==> config.mk <==
export PLATFORM = sky130hd
export DESIGN_NAME = sram_mem_ctrl
export DESIGN_NICKNAME = d
export VERILOG_FILES = /design/src/rtl/mem_pkg.sv /design/src/rtl/mem_addr_xlate.sv /design/src/rtl/sram_mem_ctrl.sv
export SDC_FILE = /design/constraint.sdc
export NUM_CORES = 1
export LEC_CHECK = 0
export BUFFER_PORTS_ARGS = -buffer_cell sky130_fd_sc_hd__buf_2
export CAP_MARGIN = 0
export CELL_PAD_IN_SITES_DETAIL_PLACEMENT = 0
export CELL_PAD_IN_SITES_GLOBAL_PLACEMENT = 2
export CORE_ASPECT_RATIO = 1.1
export CORE_MARGIN = 2
export CORE_UTILIZATION = 31
export DETAILED_ROUTE_END_ITERATION = 7
export HOLD_SLACK_MARGIN = 0.03
export PLACE_DENSITY_LB_ADDON = 0.12
export RECOVER_POWER = 25
export REMOVE_ABC_BUFFERS = 1
export SETUP_SLACK_MARGIN = 0.4
export SLEW_MARGIN = 10
export SYNTH_ARGS = -nofsm -noshare
export SYNTH_HDL_FRONTEND = slang
export SYNTH_SLANG_ARGS = --single-unit
==> constraint.sdc <==
create_clock -name clk -period 5.6 [get_ports clk]
set_clock_uncertainty 0.1 [all_clocks]
set_input_delay 1.12 -clock clk [delete_from_list [all_inputs] [get_ports clk]]
set_output_delay 1.12 -clock clk [all_outputs]
set_load 0.1 [all_outputs]
==> src/rtl/mem_pkg.sv <==
// Shared definitions for the memory-stage controller and its address translator.
package mem_pkg;

    typedef enum logic [1:0] {
        IDLE,
        ACCESS,
        DONE
    } state_t;

    localparam int DEF_BASE_ADDR  = 1024;
    localparam int DEF_WORD_BYTES = 4;

    // Byte-to-word shift amount; WORD_BYTES is always a power of two.
    function automatic int word_shift(input int word_bytes);
        return $clog2(word_bytes);
    endfunction

    localparam int DEF_WORD_SHIFT = word_shift(DEF_WORD_BYTES);

endpackage

==> src/rtl/mem_addr_xlate.sv <==
// Byte address to SRAM word address translation with window and alignment check.
module mem_addr_xlate
    import mem_pkg::*;
#(
    parameter int ADDR_W      = 32,
    parameter int SRAM_ADDR_W = 16,
    parameter int BASE_ADDR   = DEF_BASE_ADDR,
    parameter int WORD_BYTES  = DEF_WORD_BYTES
) (
    input  logic [ADDR_W-1:0]      addr,
    output logic [SRAM_ADDR_W-1:0] word,
    output logic                   in_window
);

    localparam int                SHIFT = word_shift(WORD_BYTES);
    localparam logic [ADDR_W-1:0] BASE  = ADDR_W'(BASE_ADDR);

    logic [ADDR_W-1:0] off;
    logic [ADDR_W-1:0] word_full;
    logic              below;
    logic              misaligned;
    logic              too_high;

    assign off       = addr - BASE;
    assign word_full = off >> SHIFT;
    assign below     = (addr < BASE);
    assign word      = SRAM_ADDR_W'(word_full);

    generate
        if (SHIFT > 0) begin : g_align
            assign misaligned = |off[SHIFT-1:0];
        end else begin : g_no_align
            assign misaligned = 1'b0;
        end

        // Any word bit above the SRAM address range means the access overruns the window.
        if (SRAM_ADDR_W < ADDR_W) begin : g_range
            assign too_high = |word_full[ADDR_W-1:SRAM_ADDR_W];
        end else begin : g_no_range
            assign too_high = 1'b0;
        end
    endgenerate

    assign in_window = ~(below | misaligned | too_high);

endmodule

==> src/rtl/sram_mem_ctrl.sv <==
// MEM-stage controller: runs a fixed-wait-state SRAM access and stalls the pipeline via ready.
module sram_mem_ctrl
    import mem_pkg::*;
#(
    parameter int DATA_W      = 32,
    parameter int ADDR_W      = 32,
    parameter int SRAM_ADDR_W = 16,
    parameter int WAIT_CYCLES = 4,
    parameter int BASE_ADDR   = DEF_BASE_ADDR,
    parameter int WORD_BYTES  = DEF_WORD_BYTES
) (
    input  logic                   clk,
    input  logic                   rst,
    input  logic                   rd_en,
    input  logic                   wr_en,
    input  logic [ADDR_W-1:0]      addr,
    input  logic [DATA_W-1:0]      wr_data,
    output logic [DATA_W-1:0]      rd_data,
    output logic                   ready,
    output logic                   addr_err,
    output logic [SRAM_ADDR_W-1:0] sram_addr,
    output logic [DATA_W-1:0]      sram_wdata,
    input  logic [DATA_W-1:0]      sram_rdata,
    output logic                   sram_we_n
);

    localparam logic [3:0] WAIT_INIT = 4'(WAIT_CYCLES - 1);

    state_t                 state;
    logic [3:0]             wcnt;
    logic                   op_write;
    logic                   req;
    logic                   in_window;
    logic [SRAM_ADDR_W-1:0] word;

    mem_addr_xlate #(
        .ADDR_W      (ADDR_W),
        .SRAM_ADDR_W (SRAM_ADDR_W),
        .BASE_ADDR   (BASE_ADDR),
        .WORD_BYTES  (WORD_BYTES)
    ) u_xlate (
        .addr      (addr),
        .word      (word),
        .in_window (in_window)
    );

    assign req = rd_en | wr_en;

    // NOTE: ready is combinational on the request so an idle controller never freezes the pipeline.
    assign ready = ~req | (state == DONE);

    // NOTE: all state here uses non-blocking assignments so every register samples pre-edge values.
    always_ff @(posedge clk or posedge rst) begin
        if (rst) begin
            state      <= IDLE;
            wcnt       <= '0;
            op_write   <= 1'b0;
            rd_data    <= '0;
            sram_addr  <= '0;
            sram_wdata <= '0;
            sram_we_n  <= 1'b1;
            addr_err   <= 1'b0;
        end else begin
            addr_err <= 1'b0;
            case (state)
                IDLE: begin
                    if (req) begin
                        if (in_window) begin
                            sram_addr  <= word;
                            sram_wdata <= wr_data;
                            op_write   <= wr_en;
                            sram_we_n  <= ~wr_en;
                            wcnt       <= WAIT_INIT;
                            state      <= ACCESS;
                        end else begin
                            addr_err <= 1'b1;
                            state    <= DONE;
                        end
                    end
                end
                ACCESS: begin
                    if (wcnt == 4'd0) begin
                        if (!op_write) begin
                            rd_data <= sram_rdata;
                        end
                        sram_we_n <= 1'b1;
                        state     <= DONE;
                    end else begin
                        wcnt <= wcnt - 4'd1;
                    end
                end
                DONE: begin
                    sram_we_n <= 1'b1;
                    state     <= IDLE;
                end
                default: begin
                    sram_we_n <= 1'b1;
                    state     <= IDLE;
                end
            endcase
        end
    end

endmodule
==> metrics.txt, run 1 <==
status finished with violations; violated checks capacitance limit, slew limit; Yosys warnings 0; Post-synth top cells dfrtp_1 (88), mux2_2 (59), mux2_4 (20); leading area contributor after synthesis dfrtp_1; Die Y-Extent ~120 um; Synth-to-Final Area Change 36.4%; grt ovf 0; syn_area_per_cell 14.2 um2; Fin. Hold Viols 0; Synth top area share a little under three fifths; post-synthesis adder-cell area fraction 0.649%; maximum root-to-sink buffer count 2; Layout Nets 557; headroom to the max-slew limit -29.4%; post-synthesis mux area share 25.3%; dpl hpwl 7.16 mm; final worst-path cycle share approximately 70%; ys async rst share 100%; max-slew violations 78; PostCTS Resize Cnt 0; Die X 110 um; largest cells by area after synthesis dfrtp_1 (57%), mux2_2 (17%), mux2_4 (7.8%), nor2_1 (1.2%), xor2_1 (1.1%); # clock sinks 89; critical path startpoint category input port; worst hold path class flip-flop to flip-flop; max-cap violations 2; library cells used by synthesis 48; CP max FO 26; post-synthesis xor/xnor area fraction 1.59%; first-pass GRT wire length 14.4 mm; Reg clk slew, reported paths ~0.070 ns; number of global-route vias before repair 2895; Arrival @ worst endpoint 4.16 ns; WP data required 5.72 ns; n_diodes 0; simple-gate share of the synthesized area 5.87%; PD cells 510 nW/um2; vias approximately 2800; max frequency 248 MHz; initial antenna violation count 0; setup TNS 0 ns; post-synthesis compound-gate area fraction 6.10%; leakage power 2.96 nW; Root Driver clkbuf_16; TritonCTS buffer count 9; final hold slack roughly 0.4 ns; Setup crit end kind flip-flop; Final ANT Viol Nets 0; CTS tree yes; DRT iter0 DRCs around 90; top-count cell post-synth dfrtp_1; Vias/cell roughly 4.6; Residual DRC 0; largest family of logic cells by synthesized area multiplexers; cells after synthesis between 200 and 300; Worst-Margin Slew 1.93 ns; post-synthesis sequential area ratio 57.7%; # setup viols final 0; RD Place Congestion between 0.7 and 0.8; Post-Syn Area ~3900 um2; postcts setup bufs 0; overall global routing resource usage 14.2%; crit path kind input port to flip-flop; Port-buffer cells 182; Worst-Skew Late Latency between 0.3 and 0.4 ns; DRT Wirelength 9.36 mm; largest net degree at the start of global routing 47; Post-synth EDFFs 0; First-pass DRT Iterations 4; Rows 42; Routed wire per std cell 15.2 um; H-tree depth 3; RSZ-0062 raised after global routing false; share of layout cells above drive strength 1 62.4%; Top Ports 183; Max IR drop VDD 0.361 mV; Hold-fix buffers, CTS 0; core region area 12100 um2; min cycle time layout between 4 and 5 ns; Initial Utilization a little under a third; synthesis-stage register bit count 89; die area roughly 13000 um2; top_reg_cell synth dfrtp_1
[report_power, final]
group | leakage (nW) | internal, W | switching, W
Sequential | 1.21 | 0.000767 | 0.0000598
Combinational | 1.60 | 0.000219 | 0.000976
Clock | 0.160 | 0.000399 | 0.000264
Total | 2.96 | 0.00138 | 0.00130
[path summary, 6_finish.rpt]
path                       cells past startpoint  slack (ns)                    start                         end
hold / removal                                 1        0.40  rd_data[29]$_DFFE_PP0P_     rd_data[29]$_DFFE_PP0P_
min in group asynchronous                      2        1.17                      rst     rd_data[27]$_DFFE_PP0P_
setup reg to reg                               7        2.59      wcnt[0]$_DFFE_PP0P_     rd_data[27]$_DFFE_PP0P_
setup / recovery                              10        1.56                 addr[10]  sram_wdata[23]$_DFFE_PP0P_
hold reg to reg                                1        0.40  rd_data[29]$_DFFE_PP0P_     rd_data[29]$_DFFE_PP0P_
max in group asynchronous                      3        2.89                      rst  sram_wdata[22]$_DFFE_PP0P_
[metal layers]
metal	track usage [%]	vias up	share of wire, %
li1	-	1345	-
met1	17.2	1356	42
met2	23.0	114	48
met3	4.62	9	8.9
met4	6.33	0	1.5
met5	0	-	0
[layout by cell type, fill, tap and decap left out, types with 2 or more instances in the layout]
cell	count
a21oi_1	4
a31oi_1	4
and3_1	2
buf_2	182
bufinv_16	2
clkbuf_16	9
dfrtp_1	88
ha_1	2
inv_1	9
inv_6	3
mux2_2	59
mux2_4	20
nand2_1	4
nand3_1	4
nor2_1	11
nor3_1	2
nor4_1	2
o21ai_0	4
o22ai_1	2
o31ai_1	2
or3_1	4
or4_1	4
xnor2_1	2
xor2_1	5
[sequential cells by signal, indices dropped and copies added (netlist names)]
| signal | count |
|---|---|
| rd_data | 32 |
| sram_wdata | 32 |
| sram_addr | 16 |
| wcnt | 4 |
| state | 2 |
| addr_err | 1 |
| op_write | 1 |
| sram_we_n | 1 |
[cell type report]
type | instances | area [um2]
clock inverters | 7 | 110
inverters | 10 | 38.8
flip-flops and latches | 89 | 2230
clock buffers | 9 | 225
well taps | 154 | 193
fillers | 1190 | 6820
multi-input cells | 160 | 1530
repair buffers | 185 | 942
[logic make-up (layout without fill, tap and decap cells)]
family,count (synthesis),after routing
xor+xnor,7,7
fa+ha+maj,2,2
mux,80,80
compound gates,30,30
simple gates,41,41
buf+inv,22,211
flops,89,89
[critical path, cell delays in order]
cell       delay [ns]
buf_2            0.12
inv_1            0.07
ha_1             0.17
or3b_1           0.49
nor4b_1          0.33
o21ai_1          0.15
a2111oi_4        0.51
nand2_2          0.51
buf_12           0.35
mux2_4           0.31
[metrics by stage]
stage	power, W	cell area [um2]	setup slack (ns)	std cells	utilization, %
global route	0.00280	5260	1.32	614	43.5
detailed placement	0.00205	4930	1.18	598	40.8
CTS	0.00272	5270	1.53	614	43.6
floorplan	0.00183	3790	1.55	259	-
finish	0.00268	5260	1.56	614	43.5
global placement	0.00204	4930	1.28	598	40.8
Power figures use the tool's default switching activity.
==> run 2, diff against run 1 <==
Settings changed: ABC_AREA from default to 1, CORE_UTILIZATION 31 to 24.
Clock period 5.6 ns to 3.35 ns, I/O delays scaled along.
==> metrics.txt, run 2 <==
H-tree depth 3 (unchanged); max-slew violations 49 (-37%); cells after synthesis 524 (+93%); most common cell after layout, fill and taps aside buf_2; fillers 2042 (+72%); Worst-Margin Slew 1.96 ns (+0.0327 ns); Arrival @ worst endpoint 2.80 ns (-1.36 ns); Setup crit end kind flip-flop; Reg clk slew, reported paths 0.07 ns (about the same); max frequency 382 MHz; status finished with violations; largest net degree at the start of global routing 50 (+6.4%); DRT Wirelength 14.2 mm (+52%); Top Ports 183 (unchanged); RD Place Congestion 0.845 (+11%); headroom to the max-slew limit -31.0% (-1.6 points); Post-synth top cells nand2_1 (176), dfrtp_1 (88), nand4_1 (54); Post-Syn Area 4470 um2 (+16%); crit path kind input port to flip-flop; min cycle time layout 2.62 ns; Final ANT Viol Nets 0 (unchanged); commonest non-fill, non-tap cells in the layout buf_2 (182), nand2_1 (176), dfrtp_1 (88), nand4_1 (54), nor2_1 (39); final core occ 32.3% (-11 points); dpl hpwl 10.6 mm (+48%); Vias/cell 4.37 (-5.1%); Max IR drop VDD 0.221 mV (-39%); RSZ-0062 raised after global routing false; Synth top area share 49.3% (-7.8 points); Initial Utilization 24.3% (-7.6 points); vias 4139 (+47%); ys async rst share 100% (unchanged); critical path startpoint category input port; leading area contributor after synthesis dfrtp_1; maximum root-to-sink buffer count 2 (unchanged); post-synthesis sequential area ratio 49.9% (-7.8 points); number of global-route vias before repair 4024 (+39%); top_reg_cell synth dfrtp_1; Hold-fix buffers, CTS 0 (unchanged); Rows 52 (+24%); # clock sinks 89 (unchanged); WP data required 3.53 ns (-2.19 ns); grt ovf 0 (unchanged); Die Y-Extent 147 um (+22%); violated checks capacitance limit, slew limit; # setup viols final 0 (unchanged); Layout Nets 802 (+44%); First-pass DRT Iterations 4 (unchanged); Synth-to-Final Area Change 32.8%; CTS tree yes; PD cells 472 nW/um2 (-7.5%); first-pass GRT wire length 22.1 mm (+53%); CP max FO 48 (+85%); library cells used by synthesis 28 (-42%); DRT iter0 DRCs 240 (+160%); initial antenna violation count 0 (unchanged); leakage power 3.26 nW (+9.9%); Regs by FF count rd_data x32, sram_wdata x32, sram_addr x16; Post-synth EDFFs 0 (unchanged); top-count cell post-synth nand2_1; Fin. Hold Viols 0 (unchanged); Routed wire per std cell 15.0 um (-1.6%); max-cap violations 1 (-1); synthesis-stage register bit count 89 (unchanged); largest cells by area after synthesis dfrtp_1 (49%), nand2_1 (15%), mux2_2 (8.1%), nand4_1 (7.6%), nor2_1 (3.4%); die area 19700 um2 (+48%); syn_area_per_cell 8.52 um2 (-40%); PostCTS Resize Cnt 0 (unchanged); Tot Pwr 0.00280 W (+4.2%); core region area 18300 um2 (+52%); n_diodes 0 (unchanged); Residual DRC 0 (unchanged); final hold slack 0.362 ns (-0.0383 ns); worst hold path class flip-flop to flip-flop; TritonCTS buffer count 9 (unchanged); overall global routing resource usage 14.5% (+0.25 points); Root Driver clkbuf_16; Die X 134 um (+21%); final worst-path cycle share 78.2%; Yosys warnings 0 (unchanged); postcts setup bufs 0 (unchanged); share of layout cells above drive strength 1 36.3% (-26 points); Worst-Skew Late Latency 0.34 ns (about the same); Port-buffer cells 182 (unchanged)
==> run 2: changes by cell type after synthesis, sizes merged, moves of 3 or more <==
cell,before,now
a31oi,4,0
buf,6,18
inv,10,40
mux2,79,32
nand2,5,178
nand3,4,29
nand4,0,55
nor2,12,51
o21ai,5,8
or3,4,0
or4,4,0
==> run 2: logic make-up (layout without fill, tap and decap cells) <==
family	Yosys count	in the layout	share of synthesized area [%]
and+or+nand+nor	318	318	32.0
DFF	89	89	49.9
buffers and inverters	64	245	6.72
muxes	32	32	8.07
AOI/OAI and AO/OA	12	12	1.40
xor gates and xnor gates	7	7	1.37
adders and majority gates	2	2	0.560
==> run 2: path summary, 6_finish.rpt <==
| kind | startpoint | endpoint | slack, ns | cells past startpoint |
|---|---|---|---|---|
| max | addr[10] | sram_wdata[9]$_DFFE_PP0P_ | 0.73 | 14 |
| min | sram_we_n$_DFFE_PP1P_ | sram_we_n$_DFFE_PP1P_ | 0.36 | 2 |
| max reg2reg | state[1]$_DFFE_PP0P_ | wcnt[3]$_DFFE_PP0P_ | 1.32 | 7 |
| min reg2reg | sram_we_n$_DFFE_PP1P_ | sram_we_n$_DFFE_PP1P_ | 0.36 | 2 |
| max in group asynchronous | rst | wcnt[0]$_DFFE_PP0P_ | 1.15 | 2 |
| min in group asynchronous | rst | rd_data[26]$_DFFE_PP0P_ | 0.87 | 2 |
==> run 2: stage by stage <==
step           std cells  setup TNS, ns  worst slack, ns  instance area, um2
3_5_place_dp         932              0            0.372                5630
5_1_grt              948              0            0.405                5930
6_report             948              0            0.731                5930
2_1_floorplan        500         -29.70           -0.619                4320
3_3_place_gp         932              0            0.394                5630
4_1_cts              948              0            0.727                5930
==> run 2: per-layer routing <==
metal / vias up / global-route usage [%] / wire (um)
met5: - / 0 / 0
met2: 118 / 23.9 / 6880
met4: 0 / 5.05 / 193
li1: 2072 / - / -
met1: 1938 / 19.2 / 6490
met3: 11 / 2.48 / 661
==> run 2: cell type report <==
cell class	count	area, um2	share of cell area (%)
flip-flops and latches	89	2230	37.6
multi-input cells	371	1950	33.0
repair buffers	189	988	16.7
well taps	243	304	5.13
clock buffers	9	225	3.80
inverters	40	150	2.53
clock inverters	7	77.6	1.31
==> run 2: critical path, cell delays in order <==
cell	delay (ns)
buf_2	0.09
inv_1	0.11
ha_1	0.28
nand2_2	0.15
nor2_2	0.23
nand3_1	0.14
o21ai_0	0.16
nor2_1	0.06
nand2_1	0.13
inv_2	0.05
nand4_2	0.07
buf_4	0.44
nand2_1	0.11
nand2_1	0.08
==> run 2: report_power, final <==
group	switching, W	leakage [nW]	total (W)	internal, W
combinational	0.000504	1.94	0.000630	0.000126
sequential	0.0000165	1.16	0.00113	0.00112
clock	0.000448	0.152	0.00104	0.000588
==> run 3, diff against run 2 <==
Settings changed: CORE_UTILIZATION 24 to 27.
Clock period 3.35 ns to 2.6 ns, I/O delays scaled along.
==> metrics.txt, run 3 (same netlist as run 2, synthesis figures left out) <==
RD Place Congestion 0.781 (-7.5%); die area 17600 um2 (-11%); CP max FO 48 (unchanged); most common cell after layout, fill and taps aside buf_2; Worst-Skew Late Latency 0.33 ns (about the same); dpl hpwl 10.5 mm (-0.85%); Placed Area 5670 um2 (+0.76%); max frequency 465 MHz; sw power 0.00123 W (+27%); DRT iter0 DRCs 244 (+1.7%); fillers 1736 (-15%); WP data required 2.73 ns (-0.80 ns); max-slew violations 0 (-100%); Final Cell Area 6250 um2 (+5.4%); Vias/cell 4.56 (+4.4%); RSZ-0062 raised after global routing true; Sw Ratio 33.1% (-1.5 points); # setup viols final 0 (unchanged); TritonCTS buffer count 9 (unchanged); met3 wire length 657 um (-0.61%); vias 4221 (+2.0%); Reg power frac 39.3% (-1.2 points); Regs by FF count rd_data x32, sram_wdata x32, sram_addr x16; initial antenna violation count 1 (+1); worst-path cell chain buf_6 > buf_6 > nor2_4 > nand2_8 > nor2_4 > buf_4 > nand3b_1 > a21oi_1 > nand2_1 > nor2_1 > nand4_2 > buf_12 > nand2_1 > nand2_1; status complete, no violations; H-tree depth 3 (unchanged); worst hold path class input port to asynchronous set/reset pin; CTS tree yes; leakage power 3.38 nW (+3.8%); crit path kind input port to flip-flop; critical path startpoint category input port; overall global routing resource usage 15.4% (+0.92 points); clock power share 38.0% (+1.0 points); Max IR drop VDD 0.326 mV (+47%); final worst-path cycle share 82.7%; DRT met1 WL 5.86 mm (-9.7%); Synth-to-Final Area Change 40.0%; number of global-route vias before repair 4171 (+3.7%); headroom to the max-slew limit 21.9% (+53 points); Cells after DPL 902 (-3.2%); Residual DRC 0 (unchanged); Reg clk slew, reported paths 0.06 ns (about the same); met2 WL 7.10 mm (+3.1%); First-pass DRT Iterations 4 (unchanged); uppermost layer routed met4; most used cell, CP nand2_1; final worst slack 0.451 ns (-0.280 ns); Root Driver clkbuf_16; commonest non-fill, non-tap cells in the layout buf_2 (181), nand2_1 (163), dfrtp_1 (88), nand4_1 (54), inv_1 (35); maximum root-to-sink buffer count 2 (unchanged); Layout Nets 818 (+2.0%); DRT Wirelength 13.9 mm (-2.4%); Arrival @ worst endpoint 2.28 ns (-0.52 ns); largest net degree at the start of global routing 50 (unchanged); Port-buffer cells 182 (unchanged); Setup crit end kind flip-flop; Tot Pwr 0.00372 W (+33%); Critical Path Slowest Stage Cell a21oi_1; Buf/Inv on CP 4 (unchanged); setup TNS 0 ns (unchanged); first-pass GRT wire length 21.6 mm (-2.3%); Die Y-Extent 139 um (-5.6%); CP max stage delay 0.24 ns (-0.20 ns); # clock sinks 89 (unchanged); Die X 127 um (-5.5%); Fin. Hold Viols 0 (unchanged); Routed wire per std cell 15.0 um (-0.13%); PD cells 595 nW/um2 (+26%); core region area 16200 um2 (-11%); Gate power share 22.8% (+0.3 points); Top Ports 183 (unchanged); max-cap violations 0 (-1); min cycle time layout between 2 and 2.5 ns; Layout Cells excl Fill 926 (-2.3%); Final ANT Viol Nets 0 (unchanged); pre-CTS WS -0.0168 ns (-0.389 ns); Initial Utilization 27.5% (+3.1 points); grt ovf 0 (unchanged); Rows 49 (-5.8%); internal power 0.00249 W (+36%); share of layout cells above drive strength 1 41.9% (+5.6 points); Worst-Margin Slew 1.16 ns (-0.799 ns); largest delay contributor family on the critical path simple AND/OR/NAND/NOR gates
## run 3: final cells by class
| type | instances | area [um2] | area share (%) |
|---|---|---|---|
| sequential | 89 | 2230 | 35.7 |
| multi-input combinational | 371 | 2120 | 33.9 |
| inverter | 40 | 151 | 2.42 |
| clock inverter | 6 | 90.1 | 1.44 |
| timing repair buffer | 205 | 1170 | 18.7 |
| antenna | 1 | 2.50 | 0.0400 |
| clock buffer | 10 | 239 | 3.82 |
| tap | 204 | 255 | 4.08 |
## run 3: stage by stage
step           util (%)  hold WS, ns
2_1_floorplan         -        0.354
3_3_place_gp       34.9        0.349
3_5_place_dp       34.9        0.353
4_1_cts            37.2       0.0784
5_1_grt            38.5        0.301
6_report           38.5        0.311
## run 3: repair_timing
action / 4_1_cts / 5_1_grt
hold buffers: 0 / 0
buffers inserted: 4 / 3
pin swaps: 3 / 13
setup endpoints to repair: 52 / 57
gates resized for setup: 2 / 52
## run 3: worst paths after layout
path | depth (start not counted) | startpoint | slack [ns] | endpoint
min in group clk | 2 | sram_rdata[8] | 0.31 | rd_data[8]$_DFFE_PP0P_
max in group asynchronous | 3 | rst | 0.75 | rd_data[3]$_DFFE_PP0P_
worst max register to register | 6 | state[1]$_DFFE_PP0P_ | 0.64 | sram_addr[15]$_DFFE_PP0P_
worst max-delay path | 14 | addr[12] | 0.45 | sram_addr[3]$_DFFE_PP0P_
worst min register to register | 2 | sram_we_n$_DFFE_PP1P_ | 0.36 | sram_we_n$_DFFE_PP1P_
worst min-delay path | 2 | rst | 0.31 | rd_data[28]$_DFFE_PP0P_
## run 3: worst reg2reg max path, delay by kind of cell, from the launching register on
kind | cells | cell delay [ns]
buf+inv | 2 | 0.58
flops | 1 | 0.39
simple gates | 4 | 0.83
## run 3: power by group through the flow
stage               sequential, W  combinational [W]  clock (W)
floorplan                 0.00179           0.000263          0
global placement          0.00149           0.000829          0
detailed placement        0.00149           0.000829          0
CTS                       0.00146           0.000832    0.00146
global route              0.00147           0.000903    0.00151
finish                    0.00146           0.000848    0.00141
## run 3: layer usage
metal | global-route usage, % | up-vias
met1 | 19.3 | 1972
met5 | 0 | -
met2 | 26.6 | 111
li1 | - | 2123
met3 | 2.70 | 15
met4 | 5.38 | 0
